[config.mk]
export PLATFORM = sky130hd
export DESIGN_NAME = mprj_cfg_serializer
export DESIGN_NICKNAME = d
export VERILOG_FILES = /design/src/rtl/mprj_cfg_serializer.sv
export SDC_FILE = /design/constraint.sdc
export NUM_CORES = 1
export LEC_CHECK = 0
export BUFFER_PORTS_ARGS = -buffer_cell sky130_fd_sc_hd__buf_2
export CELL_PAD_IN_SITES_DETAIL_PLACEMENT = 1
export CELL_PAD_IN_SITES_GLOBAL_PLACEMENT = 2
export CORE_MARGIN = 1
export CORE_UTILIZATION = 37
export CTS_CLUSTER_SIZE = 40
export DETAILED_ROUTE_END_ITERATION = 8
export GPL_ROUTABILITY_DRIVEN = 0
export PLACE_DENSITY_LB_ADDON = 0.1
export SETUP_SLACK_MARGIN = 0.05
export SYNTH_ARGS = -nofsm -noshare
export SYNTH_HDL_FRONTEND = slang
export SYNTH_SLANG_ARGS = --single-unit
[constraint.sdc]
create_clock -name wb_clk_i -period 4.3 [get_ports wb_clk_i]
set_input_delay 0.43 -clock wb_clk_i [delete_from_list [all_inputs] [get_ports wb_clk_i]]
set_output_delay 0.43 -clock wb_clk_i [all_outputs]
set_load 0.005 [all_outputs]
[src/rtl/mprj_cfg_serializer.sv]
// Pad configuration loader: holds one CFG_BITS word per mprj_io pad and
// shifts the whole bank into the GPIO control chain, then strobes load.
// Bit order on the wire: pad IO_PADS-1 first, pad 0 last, each word MSB first.
module mprj_cfg_serializer #(
    parameter int                  IO_PADS     = 38,
    parameter int                  CFG_BITS    = 13,
    parameter int                  CLK_DIV     = 2,
    parameter logic [CFG_BITS-1:0] DEFAULT_CFG = 13'h0403
) (
    input  logic                wb_clk_i,
    input  logic                wb_rst_i,
    input  logic                cfg_we,
    input  logic [5:0]          cfg_addr,
    input  logic [CFG_BITS-1:0] cfg_wdata,
    output logic [CFG_BITS-1:0] cfg_rdata,
    input  logic                xfer_start,
    output logic                busy,
    output logic                done,
    output logic                serial_clock,
    output logic                serial_data_out,
    output logic                serial_load,
    output logic                serial_resetn
);

    localparam int N  = IO_PADS * CFG_BITS;
    localparam int PW = (IO_PADS > 1) ? $clog2(IO_PADS) : 1;
    localparam int BW = (CFG_BITS > 1) ? $clog2(CFG_BITS) : 1;
    localparam int DW = (CLK_DIV > 1) ? $clog2(CLK_DIV) : 1;
    // Bit counter is wide enough to hold N itself so it can never wrap.
    localparam int CW = $clog2(N + 1);
    localparam logic [6:0] PADS7 = 7'(IO_PADS);

    typedef enum logic [2:0] {
        IDLE,
        SHIFT_LO,
        SHIFT_HI,
        LOAD_WAIT,
        LOAD
    } state_t;

    state_t              state_q, state_d;
    logic [DW-1:0]       div_q, div_d;
    logic [PW-1:0]       pad_q, pad_d;
    logic [BW-1:0]       bit_q, bit_d;
    logic [CW-1:0]       cnt_q, cnt_d;
    logic                sdo_q, sdo_d;
    logic                done_q, done_d;
    logic                rstn_q;
    logic [CFG_BITS-1:0] rdata_q;
    logic [CFG_BITS-1:0] bank_q [IO_PADS];
    logic                phase_end;
    logic                addr_ok;

    assign phase_end = (div_q == DW'(CLK_DIV - 1));
    assign addr_ok   = ({1'b0, cfg_addr} < PADS7);

    // Configuration bank: writes only while idle so the bank is frozen during a shift.
    always_ff @(posedge wb_clk_i) begin
        if (wb_rst_i) begin
            for (int i = 0; i < IO_PADS; i++) bank_q[i] <= DEFAULT_CFG;
        end else if (cfg_we && addr_ok && (state_q == IDLE)) begin
            bank_q[cfg_addr[PW-1:0]] <= cfg_wdata;
        end
    end

    // Registered readback; same-cycle write is not yet visible here.
    always_ff @(posedge wb_clk_i) begin
        if (wb_rst_i) rdata_q <= '0;
        else          rdata_q <= addr_ok ? bank_q[cfg_addr[PW-1:0]] : '0;
    end

    // Sequencer state, divider, bit pointer and output registers.
    always_ff @(posedge wb_clk_i) begin
        if (wb_rst_i) begin
            state_q <= IDLE;
            div_q   <= '0;
            pad_q   <= '0;
            bit_q   <= '0;
            cnt_q   <= '0;
            sdo_q   <= 1'b0;
            done_q  <= 1'b0;
            rstn_q  <= 1'b0;
        end else begin
            state_q <= state_d;
            div_q   <= div_d;
            pad_q   <= pad_d;
            bit_q   <= bit_d;
            cnt_q   <= cnt_d;
            sdo_q   <= sdo_d;
            done_q  <= done_d;
            rstn_q  <= 1'b1;
        end
    end

    // Next state: each non-idle state lasts CLK_DIV cycles; data is set up on SHIFT_LO entry.
    always_comb begin
        state_d = state_q;
        div_d   = (state_q == IDLE || phase_end) ? '0 : div_q + 1'b1;
        pad_d   = pad_q;
        bit_d   = bit_q;
        cnt_d   = cnt_q;
        sdo_d   = sdo_q;
        done_d  = 1'b0;
        case (state_q)
            IDLE: begin
                if (xfer_start) begin
                    state_d = SHIFT_LO;
                    pad_d   = PW'(IO_PADS - 1);
                    bit_d   = BW'(CFG_BITS - 1);
                    cnt_d   = '0;
                    sdo_d   = bank_q[IO_PADS-1][CFG_BITS-1];
                end
            end
            SHIFT_LO: begin
                if (phase_end) state_d = SHIFT_HI;
            end
            SHIFT_HI: begin
                if (phase_end) begin
                    if (cnt_q == CW'(N - 1)) begin
                        state_d = LOAD_WAIT;
                    end else begin
                        state_d = SHIFT_LO;
                        cnt_d   = cnt_q + 1'b1;
                        if (bit_q == '0) begin
                            bit_d = BW'(CFG_BITS - 1);
                            pad_d = pad_q - 1'b1;
                        end else begin
                            bit_d = bit_q - 1'b1;
                        end
                        sdo_d = bank_q[pad_d][bit_d];
                    end
                end
            end
            LOAD_WAIT: begin
                if (phase_end) state_d = LOAD;
            end
            LOAD: begin
                if (phase_end) begin
                    state_d = IDLE;
                    done_d  = 1'b1;
                end
            end
            default: state_d = IDLE;
        endcase
    end

    assign cfg_rdata       = rdata_q;
    assign busy            = (state_q != IDLE);
    assign done            = done_q;
    assign serial_clock    = (state_q == SHIFT_HI);
    assign serial_data_out = sdo_q;
    assign serial_load     = (state_q == LOAD);
    assign serial_resetn   = rstn_q;

endmodule
==> metrics.txt <==
Internal Power 17.4 mW; Yosys top cell area share 0.535; Worst Skew 0.0475 ns; status complete, but fails checks; Setup crit end kind flop; # hold bufs at CTS 0; post-route setup slack 0.0276 ns; share of layout cells above drive strength 1 0.157; Total GRT Usage 0.369; CTS buffer count 102; M1 GR Usage 0.503; largest cells by area after synthesis edfxtp_1, a22oi_1, and2_1; Seq pwr share 0.380; Post-Synthesis Cells between 4000 and 5000; initial antenna violation count 24; Final Util 0.449; Design Area, Final about 56000 µm²; EDFF count, synth between 800 and 900; placed cell count around 6000; met3 global-route usage 0.0874; maxcap violations 1; # rows about 130; die area roughly 130000 µm²; die width approximately 360 µm; Tmin final approximately 4.3 ns; Crit path arrival time roughly 4.9 ns; synth warn 0; most frequent cells in the layout edfxtp_1, and2_1, a22oi_1, conb_1, nand2_1; Slew Viols, Final 11; first-pass GRT wire length 328000 µm; grt ovf 0; post-synthesis sequential area ratio 0.552; final wirelength 239000 µm; Finish-stage setup viols 0; total number of vias between 40000 and 50000; Synth Area per Inst 11.2 µm²; post-route insts no fill roughly 6300; WHS 0.255 ns; Synth async-reset ratio 0; largest stage delay on the critical path 0.60 ns; clk slew on worst S/H paths 0.07 ns; per-cell routed wire length 37.8 µm; Critical-path top delay cell or4b_4; worst IR drop on VDD between 300 and 400 µV; initial DRC count a little over 6000; Top Usage Layer GRT met2; most used cell, CP buf_4; vias in the first global route about 40000; Logic pwr share 0.274; post-DP HPWL around 160000 µm; CP max FO 54; register bit total from synthesis 871; WS Path Type flop to flop; Final Cycle Share 0.994; Buffers on Ports around 40; antenna-violating nets left 0; post-DR vias/cell 6.68; hold crit path type input port to flop; ys flop type edfxtp_1; worst slew pin tran between 1.5 and 2 ns; worst-skew pair later-pin latency approximately 0.75 ns; TritonCTS clock tree done; total power between 20 and 30 mW; Synth-to-Final Area Change 19.8%; most common cell after layout, fill and taps aside edfxtp_1; pre-CTS setup slack -0.408 ns; DP Area roughly 52000 µm²; clk buf depth 3; Slew headroom -0.0527; Clock power frac 0.346; Distinct cells, synth 87; Net Sw Power about 9.2 mW; leakage power 19.2 nW; P per Cell Area 476 nW/µm²; clk root buf clkbuf_16; DR DRC count 0; violated checks capacitance limit, slew limit; type of origin of the critical path flop; Pre-antenna DRT Iters 5; Critical Path RT a little under 5 ns; Net Sw Frac 0.347; H-tree Lvls 3; io pins 42; Core Region 124000 µm²; Initial Utilization 0.375; nets ~4600; clock sinks roughly 870; largest net degree at the start of global routing 74; Max Clock Freq around 230 MHz; Mapped Area about 47000 µm²; dominant cell type by area after synthesis edfxtp_1; CP cell instances inv_1, ha_1, buf_6, or4b_4, buf_12, buf_4, o221ai_1, o21ai_0, a211oi_4, a31oi_2, mux2i_1, o211ai_1, a21oi_2, buf_4, o41ai_2; Final Hold Fails 0; Die H ~360 µm; GR met2 Demand/Resource 0.545; setup TNS 0 ns
## cell families (layout without fill, tap and decap cells)
group,count (synthesis),after routing,share of synthesized area
other cells,1,345,0.0000804
compound gates,1182,1182,0.183
simple gates,1425,1427,0.163
xor+xnor,13,13,0.00260
buf+inv,425,613,0.0375
mux,241,241,0.0612
fa+ha+maj,4,4,0.00107
flops,871,871,0.552
## final cells by class
class | instances | area [µm²]
Timing Repair Buffer | 409 | 3630
Antenna cell | 7 | 17.5
Tap cell | 1637 | 2050
Fill cell | 13300 | 68600
Multi-Input combinational cell | 3205 | 20900
Clock inverter | 57 | 604
Inverter | 12 | 45.0
Clock buffer | 135 | 2870
Sequential cell | 871 | 25800
## cells in the mapped netlist (12+ instances only)
master and instances:
or3_1 125, nand2b_1 18, buf_1 59, nor3_1 95, a31oi_1 59, mux4_2 32
buf_2 95, dfxtp_1 39, a21oi_1 92, mux2_2 33, nor2b_1 40, nand3_1 91
and2_1 387, o2111ai_1 17, nand4_1 96, nand2_1 322, o211ai_1 21, o21ai_0 91
inv_1 12, o22ai_1 190, a211oi_1 60, nor2_1 163, clkbuf_1 252, a2111oi_0 16
a221oi_1 51, a311oi_1 19, nor4_1 30, and3_1 17, a22o_1 46, mux2i_1 175
a32oi_1 35, edfxtp_1 832, a22oi_1 347, o221ai_1 57
## per-layer routing
layer,part of all wire,vias to the layer above
li1,-,17000
met1,0.40,21800
met2,0.43,2832
met3,0.11,593
met4,0.058,12
met5,0.00030,-
## power by group through the flow
stage	registers, mW	clock network [mW]	logic (mW)
global route	10.1	9.57	7.37
detailed placement	10.3	0	6.77
floorplan	10.1	0	3.29
global placement	10.3	0	6.74
finish	10.1	9.19	7.29
CTS	10.1	9.29	6.83
## repair_timing
| item | in CTS | in global routing |
|---|---|---|
| resized for setup | 13 | 16 |
| pin swaps | 3 | 11 |
| endpoints found under the setup margin | 1 | 1 |
| buffers inserted | 1 | 19 |
| cloned | 0 | 3 |
## path summary, 6_finish.rpt
check | start | endpoint | slack (ns) | cells after the start
worst max-delay path | bit_q[0] | serial_data_out | 0.03 | 15
worst min-delay path | cfg_wdata[2] | bank_q[42][2] | 0.26 | 1
worst max register to register | bit_q[0] | serial_data_out | 0.03 | 15
worst min register to register | bit_q[1] | bit_q[1] | 0.49 | 2
## flip-flops by register name, indices dropped and copies added (netlist names)
register	count
cfg_rdata	13
bit_q	4
pad_q	6
state_q	3
serial_resetn	1
div_q	1
serial_data_out	1
bank_q	832
done	1
cnt_q	9
## worst max-delay path, delay by kind of cell, from the launching register on
family | cells | cell delay (ns)
DFF | 1 | 0.33
AOI/OAI and AO/OA | 7 | 1.63
muxes | 1 | 0.34
and+or+nand+nor | 1 | 0.60
buffers and inverters | 5 | 0.93
adders and majority gates | 1 | 0.20
No activity file was read; power rests on OpenSTA's default activity.
